<file path="src/rtl/shift_add_mul_ctrl.sv">
// Sequential unsigned WIDTH x WIDTH shift-and-add multiplier controller.
// One WIDTH-bit adder (carry-out kept, no carry-in) is reused for WIDTH
// iterations. ACC:Q form the running double-width partial product that
// shifts right one bit per iteration, so the multiplier bits of Q are
// consumed LSB first while the product bits fill in from the top.
// WIDTH must be at least 2.
module shift_add_mul_ctrl #(
    parameter int WIDTH = 4
) (
    input  logic               clk,
    input  logic               rst,
    input  logic               start,
    input  logic [WIDTH-1:0]   a,
    input  logic [WIDTH-1:0]   b,
    output logic               busy,
    output logic               done,
    output logic [2*WIDTH-1:0] product
);

    localparam int CW = $clog2(WIDTH) + 1;
    localparam logic [CW-1:0] LAST_COUNT = CW'(WIDTH - 1);

    typedef enum logic [1:0] {
        ST_IDLE = 2'd0,
        ST_RUN  = 2'd1,
        ST_DONE = 2'd2
    } state_t;

    state_t               state_q, state_d;
    logic [WIDTH-1:0]     m_q, m_d;
    logic [WIDTH-1:0]     q_q, q_d;
    logic [WIDTH-1:0]     acc_q, acc_d;
    logic [CW-1:0]        count_q, count_d;
    logic [2*WIDTH-1:0]   product_q, product_d;

    logic [WIDTH-1:0]     addend_s;
    logic [WIDTH:0]       sum_s;

    // Shared adder: ACC plus the multiplicand gated by the current multiplier LSB.
    always_comb begin
        addend_s = {WIDTH{1'b0}};
        if (q_q[0]) begin
            addend_s = m_q;
        end else begin
            addend_s = {WIDTH{1'b0}};
        end
        sum_s = {1'b0, acc_q} + {1'b0, addend_s};
    end

    // Next-state and datapath update for the sequencing FSM.
    always_comb begin
        state_d   = state_q;
        m_d       = m_q;
        q_d       = q_q;
        acc_d     = acc_q;
        count_d   = count_q;
        product_d = product_q;
        case (state_q)
            ST_IDLE: begin
                if (start) begin
                    m_d     = a;
                    q_d     = b;
                    acc_d   = {WIDTH{1'b0}};
                    count_d = {CW{1'b0}};
                    state_d = ST_RUN;
                end else begin
                    state_d = ST_IDLE;
                end
            end
            ST_RUN: begin
                // Carry-out lands in ACC MSB; the sum LSB moves into Q's top.
                acc_d   = sum_s[WIDTH:1];
                q_d     = {sum_s[0], q_q[WIDTH-1:1]};
                count_d = count_q + CW'(1);
                if (count_q == LAST_COUNT) begin
                    product_d = {sum_s[WIDTH:1], sum_s[0], q_q[WIDTH-1:1]};
                    state_d   = ST_DONE;
                end else begin
                    state_d = ST_RUN;
                end
            end
            ST_DONE: begin
                state_d = ST_IDLE;
            end
            default: begin
                state_d = ST_IDLE;
            end
        endcase
    end

    // State and datapath registers with synchronous reset that aborts any operation.
    always_ff @(posedge clk) begin
        if (rst) begin
            state_q   <= ST_IDLE;
            m_q       <= {WIDTH{1'b0}};
            q_q       <= {WIDTH{1'b0}};
            acc_q     <= {WIDTH{1'b0}};
            count_q   <= {CW{1'b0}};
            product_q <= {(2*WIDTH){1'b0}};
        end else begin
            state_q   <= state_d;
            m_q       <= m_d;
            q_q       <= q_d;
            acc_q     <= acc_d;
            count_q   <= count_d;
            product_q <= product_d;
        end
    end

    // Status flags decoded purely from the registered state.
    always_comb begin
        busy = 1'b0;
        done = 1'b0;
        case (state_q)
            ST_IDLE: begin
                busy = 1'b0;
                done = 1'b0;
            end
            ST_RUN: begin
                busy = 1'b1;
                done = 1'b0;
            end
            ST_DONE: begin
                busy = 1'b1;
                done = 1'b1;
            end
            default: begin
                busy = 1'b0;
                done = 1'b0;
            end
        endcase
    end

    assign product = product_q;

endmodule

</file>
<file path="config.mk">
export PLATFORM = sky130hd
export DESIGN_NAME = shift_add_mul_ctrl
export DESIGN_NICKNAME = d
export VERILOG_FILES = /design/src/rtl/shift_add_mul_ctrl.sv
export SDC_FILE = /design/constraint.sdc
export NUM_CORES = 1
export LEC_CHECK = 0
export ABC_AREA = 1
export BUFFER_PORTS_ARGS = -buffer_cell sky130_fd_sc_hd__buf_2
export CAP_MARGIN = 20
export CELL_PAD_IN_SITES_DETAIL_PLACEMENT = 1
export CELL_PAD_IN_SITES_GLOBAL_PLACEMENT = 1
export CORE_ASPECT_RATIO = 0.5
export CORE_MARGIN = 4
export CORE_UTILIZATION = 36
export DETAILED_ROUTE_END_ITERATION = 12
export MAX_ROUTING_LAYER = met4
export PLACE_DENSITY_LB_ADDON = 0.1
export SLEW_MARGIN = 5
export SYNTH_ARGS = -nofsm -noshare
export SYNTH_HDL_FRONTEND = slang
export SYNTH_SLANG_ARGS = --single-unit
</file>
<file path="constraint.sdc">
create_clock -name clk -period 1.5 [get_ports clk]
set_clock_uncertainty 0.05 [all_clocks]
set_input_delay 0.225 -clock clk [delete_from_list [all_inputs] [get_ports clk]]
set_output_delay 0.225 -clock clk [all_outputs]
set_load 0.01 [all_outputs]
</file>
## After elaboration in Yosys (flattened, before gate mapping)

Cells that the tools add are included.

- Add/sub/neg operators: 2
- Eq/ne operators: 4
- Muxes and demuxes: 12
- Reductions and logical operators: 6

Operator list:

| operator | number |
|---|---|
| 4-bit one-hot mux with 2 select lines | 2 |
| 4-bit two-way mux | 3 |
| 3-bit one-hot mux with 2 select lines | 1 |
| 2-bit AND reduction | 3 |
| 4-bit by 4-bit adder with 5-bit output | 1 |
| 2-bit one-hot mux with 2 select lines | 1 |
| 3-bit by 1-bit adder with 3-bit output (second input constant) | 1 |
| 3-bit by 2-bit equality test with 1-bit output (second input constant) | 1 |
| 1-bit two-way mux | 3 |
| 3-bit two-way mux | 1 |
| 2-bit by 1-bit equality test with 1-bit output (second input constant) | 1 |
| 2-bit equality test (second input constant) | 1 |
| 2-bit zero test | 1 |
| 2-bit two-way mux | 1 |
| 2-bit != test (second input constant) | 1 |
| 2-bit nonzero test | 1 |
| 2-bit OR reduction | 1 |

- Bits in registers: 25
- Output and inout bits: 10

## Depth between registers and ports, before layout

Gate-level depths: netlist of the first run.

- Depth after elaboration: 3
- Depth in mapped cells: 10

## Least setup slack after synthesis of the first run

No wires, ideal clock.

- Path type: reg-to-reg
- Start: register q_q[0]
- End: register acc_q[1]
- Library setup time: 0.071 ns
- Arrival time: 1.330 ns
- Required time: 1.379 ns
- Setup slack: 0.049 ns
- Cell stages (with the launch flop): 8
- Path buffers: 0
- Path through: dfxtp_1 > nand2_1 > inv_1 > ha_1 > fa_1 > xor2_1 > nand2_1 > a21oi_1

- Longest elaborated chain between the ends: 3

Ends and longest elaborated chain:

| element | RTL line | text |
|---|---|---|
| from (decl) | 31 | `logic [WIDTH-1:0] q_q, q_d;` |
| from (signal assigned) | 96 | `q_q <= {WIDTH{1'b0}};` |
| from (signal assigned) | 103 | `q_q <= q_d;` |
| 4-bit two-way mux | 42 | `if (q_q[0]) begin` |
| 4-bit by 4-bit adder with 5-bit output | 47 | `sum_s = {1'b0, acc_q} + {1'b0, addend_s};` |
| 4-bit one-hot mux with 2 select lines | 58 | `case (state_q)` |
| to (signal assigned) | 97 | `acc_q <= {WIDTH{1'b0}};` |
| to (decl) | 32 | `logic [WIDTH-1:0] acc_q, acc_d;` |

Every way passes these cells.
A chain may end at the register's enable or synchronous reset.

## Worst setup path in the final report of the first run

Same ends and word-level chain as after synthesis.

==> results.json, run 1 <==
{
  "sequentialPowerShare_pct": 55.3,
  "crit_arrival_ns": 1.61,
  "cts_hold_buffers": 0,
  "setup_violations": 0,
  "fmaxAchievable_mhz": 689,
  "vias_per_cell": 4.77,
  "whs_path_depth": 3,
  "num_rows": 14,
  "p_int_uw": 946,
  "clock_sinks": 25,
  "yosys.area.top_type": "dfxtp_1",
  "clk_latency_ns": 0.27,
  "p_leak_uw": 0.000715,
  "cpPeakStageDelay_ns": 0.39,
  "cp_num_buf_inv": 1,
  "core_sq_um": 3100,
  "drv_cap": 0,
  "endpoint_kind": "register",
  "grt_setup_unrepaired": "true",
  "relSlewSlack_pct": 73.2,
  "wl_microns": 2750,
  "grt_pass1_wl_microns": 4750,
  "place.port_buffers": 20,
  "drt-pass1-iter-count": 4,
  "cts_buffers": 3,
  "syn_area_sq_um": 1200,
  "place_congestion": 0.765,
  "ant_nets": 0,
  "drtIter0Drc": 37,
  "clk_pin_slew_worst_paths_ns": 0.08,
  "syn_to_final_growth_pct": 21.6,
  "slowest_stage": "fa_2",
  "min_period_ns": 1.45,
  "routedWlPerCell_microns": 13.0,
  "ctsHtreeMaxLevel": 1,
  "clk_path_buf_depth": 2,
  "path_depth": 7,
  "cts_tree": "built",
  "finalHoldViolations": 0,
  "hold_class": "primary input to register",
  "synth_top_area_share_pct": 41.6,
  "layout_commonest_cell": "nand2_1",
  "clock_power_share_pct": 31.8,
  "antennaDiodeCount": 0,
  "grt_start_max_net_pins": 15,
  "overflow": 0,
  "swShare_pct": 26.3,
  "cts-root-buf": "clkbuf_8",
  "fin_util_pct": 47.2,
  "grt_pass1_vias": 989,
  "nets": 194,
  "synth_area_per_cell_sq_um": 8.08,
  "path_class": "register to register",
  "die_h_microns": 48.9,
  "vias": 1011,
  "synth.area.top_cells": "dfxtp_1, nand2_1, ha_1, a21oi_1, inv_1",
  "pwr-share-comb_pct": 12.9,
  "die_w_microns": 89.8,
  "postCtsSetupBuffers": 0,
  "path_cells": "nand2_2 -> inv_2 -> ha_4 -> fa_2 -> xor2_2 -> nand2_1 -> a21oi_2",
  "synth_cell_type_count": 20,
  "ios": 21,
  "vdd_drop_max_v": 0.000330,
  "final.setup.tns_ns": 0,
  "fin_crit_sh_pct": 96.8,
  "dieArea_sq_um": 4390,
  "synth_seq_cells": 25,
  "cp_top_family": "adder cells",
  "drive_above_1_share_pct": 29.7,
  "start_kind": "register",
  "yosysSeqAreaShare_pct": 41.6,
  "finalNonFillerCells": 212,
  "synth_cells": 149,
  "synth_warnings": 0,
  "dp_hpwl_microns": 2050,
  "final_cell_mix": "nand2_1, dfxtp_1, buf_2",
  "worst_pin_slew_ns": 0.402,
  "required_ns": 1.66,
  "drv_slew": 0,
  "status": "finished clean",
  "dp.cells": 208,
  "start_util_pct": 38.8,
  "drc": 0,
  "syn-num-nets": 170,
  "power_density_nw_per_um2": 876,
  "cp_max_fo": 5,
  "antenna_found_initial": 0,
  "power_switching_uw": 337,
  "grt.total_usage_pct": 13.8,
  "worstRegToRegCells": 7
}
what timing repair did:
item / 4_1_cts / 5_1_grt
gates cloned: 0 / 0
endpoints found under the setup margin: 3 / 12
gates resized for setup: 2 / 19
pin swaps: 1 / 3
cell usage after synthesis:
cell       n
buf_1      1
fa_1       1
o22ai_2    1
inv_2      2
a211oi_2   1
dfxtp_1   25
ha_1       9
a21oi_1   12
buf_2      1
nand3_1   10
nand2_1   31
buf_6      2
o21ai_0   10
nor2_1    15
inv_1     16
o21a_1     1
nand2_4    4
nor2_2     2
mux2i_1    4
xor2_1     1
logic make-up after synthesis:
group	after synthesis	share of synthesized area [%]
multiplexers	4	3.33
adder cells (fa/ha/maj)	10	11.0
XOR/XNOR	1	0.728
flip-flops	25	41.6
AO/OA/AOI/OAI	25	11.9
buffers and inverters	22	8.21
AND/OR/NAND/NOR	62	23.3
per-stage QoR:
step / worst slack (ns) / hold slack (ns) / cell area, sq um / total power [uW]
after floorplan: 0.0491 / 0.272 / 1200 / 832
after global placement: -0.0229 / 0.403 / 1350 / 872
after detailed placement: -0.0604 / 0.404 / 1350 / 875
after CTS: 0.0125 / 0.148 / 1390 / 1280
after global routing: -0.0484 / 0.149 / 1460 / 1370
final: 0.0482 / 0.154 / 1460 / 1280
sequential cells by signal, indices dropped and copies added, names as in the netlist:
signal	count
acc_q	4
m_q	4
q_q	4
state_q	2
count_q	3
product	8
power by group through the flow:
stage	sequential, uW	combinational (uW)	clock, uW
5_1_grt	714	188	468
3_5_place_dp	723	152	0
2_1_floorplan	719	114	0
4_1_cts	709	154	419
6_report	709	165	408
3_3_place_gp	723	149	0
worst register-to-register path: stages, from the launching register on:
cell	delay [ns]
dfxtp_4	0.36
nand2_2	0.06
inv_2	0.04
ha_4	0.15
fa_2	0.39
xor2_2	0.16
nand2_1	0.09
a21oi_2	0.10
worst paths after layout:
kind	from	endpoint	slack, ns
worst max-delay path	q_q[0]	acc_q[1]	0.05
worst min-delay path	a[0]	m_q[0]	0.15
worst max register to register	q_q[0]	acc_q[1]	0.05
worst min register to register	q_q[2]	product[1]	0.42
layout make-up:
cell class	instances	area, sq um
fill	396	1640
multi-input combinational	102	672
tap	40	50.0
inverter	18	70.1
sequential	25	504
timing repair buffer	23	123
clock buffer	4	45.0
routing by layer:
| metal | part of all wire [%] | track usage (%) | routed length [microns] | vias to the layer above |
|---|---|---|---|---|
| li1 | - | - | - | 522 |
| met1 | 52 | 18.3 | 1430 | 472 |
| met2 | 43 | 19.9 | 1180 | 13 |
| met3 | 4.0 | 4.93 | 109 | 4 |
| met4 | 1.1 | 3.82 | 30 | 0 |
| met5 | 0 | - | 0 | - |
Power figures use the tool's default switching activity.
==> run 2: changes to the inputs <==
--- a/config.mk
+++ b/config.mk
@@ -16,6 +16,7 @@
 export DETAILED_ROUTE_END_ITERATION = 12
 export MAX_ROUTING_LAYER = met4
 export PLACE_DENSITY_LB_ADDON = 0.1
+export RECOVER_POWER = 25
 export SLEW_MARGIN = 5
 export SYNTH_ARGS = -nofsm -noshare
 export SYNTH_HDL_FRONTEND = slang
==> results.json, run 2 (same netlist as run 1, synthesis figures left out) <==
{
  "fin_crit_sh_pct": 96.8,
  "status": "finished clean",
  "routedWlPerCell_microns": 13.0,
  "ios": 21,
  "cpPeakStageDelay_ns": 0.39,
  "clock_sinks": 25,
  "drc": 0,
  "num_rows": 14,
  "place_congestion": 0.765,
  "die_w_microns": 89.8,
  "cp_top_family": "adder cells",
  "endpoint_kind": "register",
  "met1_usage_pct": 18.3,
  "largest_reg_flops": 8,
  "setup_violations": 0,
  "crit_arrival_ns": 1.61,
  "dieArea_sq_um": 4390,
  "drive_above_1_share_pct": 26.2,
  "antenna_found_initial": 0,
  "cts_hold_buffers": 0,
  "syn_to_final_growth_pct": 21.0,
  "clk_pin_slew_worst_paths_ns": 0.08,
  "fmaxAchievable_mhz": 689,
  "wl_microns": 2760,
  "place.port_buffers": 20,
  "p_leak_uw": 0.000689,
  "ctsHtreeMaxLevel": 1,
  "p_total_uw": 1280,
  "grt_start_max_net_pins": 15,
  "grt_busiest_layer": "met2",
  "fillCellCount": 400,
  "cts_buffers": 3,
  "grt_pass1_vias": 989,
  "relSlewSlack_pct": 73.2,
  "cp_max_fo": 5,
  "core_sq_um": 3100,
  "vias": 1012,
  "layout_commonest_cell": "nand2_1",
  "met2_usage_pct": 19.9,
  "gr-usage-met3_pct": 4.93,
  "drv_slew": 0,
  "hold_class": "primary input to register",
  "cts-root-buf": "clkbuf_8",
  "postCtsSetupBuffers": 0,
  "antennaDiodeCount": 0,
  "finalHoldViolations": 0,
  "cp_num_buf_inv": 1,
  "path_class": "register to register",
  "clk_latency_ns": 0.27,
  "required_ns": 1.66,
  "clk_path_buf_depth": 2,
  "grt_setup_unrepaired": "true",
  "seq_area_sq_um": 504,
  "overflow": 0,
  "nets": 194,
  "drv_cap": 0,
  "vdd_drop_max_v": 0.000330,
  "worst_pin_slew_ns": 0.402,
  "min_period_ns": 1.45,
  "power_density_nw_per_um2": 880,
  "start_kind": "register",
  "path_cells": "nand2_2 -> inv_2 -> ha_4 -> fa_2 -> xor2_2 -> nand2_1 -> a21oi_2",
  "vias_per_cell": 4.77,
  "fin_worst_hold_slack_ns": 0.155,
  "drtIter0Drc": 37,
  "slowest_stage": "fa_2",
  "drt-pass1-iter-count": 4,
  "final_cell_mix": "nand2_1, dfxtp_1, nor2_1",
  "start_util_pct": 38.8,
  "ant_nets": 0,
  "die_h_microns": 48.9,
  "grt_pass1_wl_microns": 4750,
  "cts_tree": "built",
  "dp_hpwl_microns": 2050,
  "multi_input_comb_area_sq_um": 672,
  "grt.total_usage_pct": 13.8
}
run 2: cell count changes in the layout (fill, tap and decap cells not counted):
cell	delta
buf_2	-6
clkbuf_1	+6
run 2: worst paths after layout:
| check | endpoint | startpoint | slack (ns) | depth (start not counted) |
|---|---|---|---|---|
| max reg2reg | acc_q[1] | q_q[0] | 0.05 | 7 |
| min | m_q[0] | a[0] | 0.15 | 3 |
| max | acc_q[1] | q_q[0] | 0.05 | 7 |
| min reg2reg | product[0] | q_q[1] | 0.42 | 2 |
run 2: area by class of cell:
type | instances | area share, %
Multi-Input combinational cell | 102 | 46.1
Sequential cell | 25 | 34.6
Timing Repair Buffer | 23 | 7.90
Inverter | 18 | 4.81
Tap cell | 40 | 3.44
Clock buffer | 4 | 3.09
run 2: power by group:
group | internal [uW] | total, uW | switching [uW] | leakage [uW]
clock network | 190 | 407 | 217 | 0.0000228
logic | 65.0 | 165 | 100 | 0.000461
registers | 690 | 709 | 19.4 | 0.000204
run 2: timing repair:
action / in CTS / in global routing
gates resized for setup: 2 / 19
pin swaps: 1 / 3
setup endpoints to repair: 3 / 12
gates cloned: 0 / 0
run 2: worst reg2reg max path, stage by stage, from the launching register on:
cell,delay [ns]
dfxtp_4,0.36
nand2_2,0.06
inv_2,0.04
ha_4,0.15
fa_2,0.39
xor2_2,0.16
nand2_1,0.09
a21oi_2,0.10
run 2: routing by layer:
layer  up-vias  share of wire, %
met1       473                51
met2        13                43
met4         0               1.1
met5         -                 0
met3         4               4.2
li1        522                 -
run 2: metrics by stage:
stage          utilization, %  setup WS (ns)  instance area, sq um  std cells  setup TNS, ns
6_report                 47.0         0.0482                  1460        212              0
5_1_grt                  47.0        -0.0484                  1460        212         -0.127
4_1_cts                  45.0         0.0125                  1390        212              0
3_5_place_dp             43.4        -0.0604                  1350        208         -0.132
3_3_place_gp             43.4        -0.0229                  1350        208        -0.0314
2_1_floorplan               -         0.0491                  1200        149              0
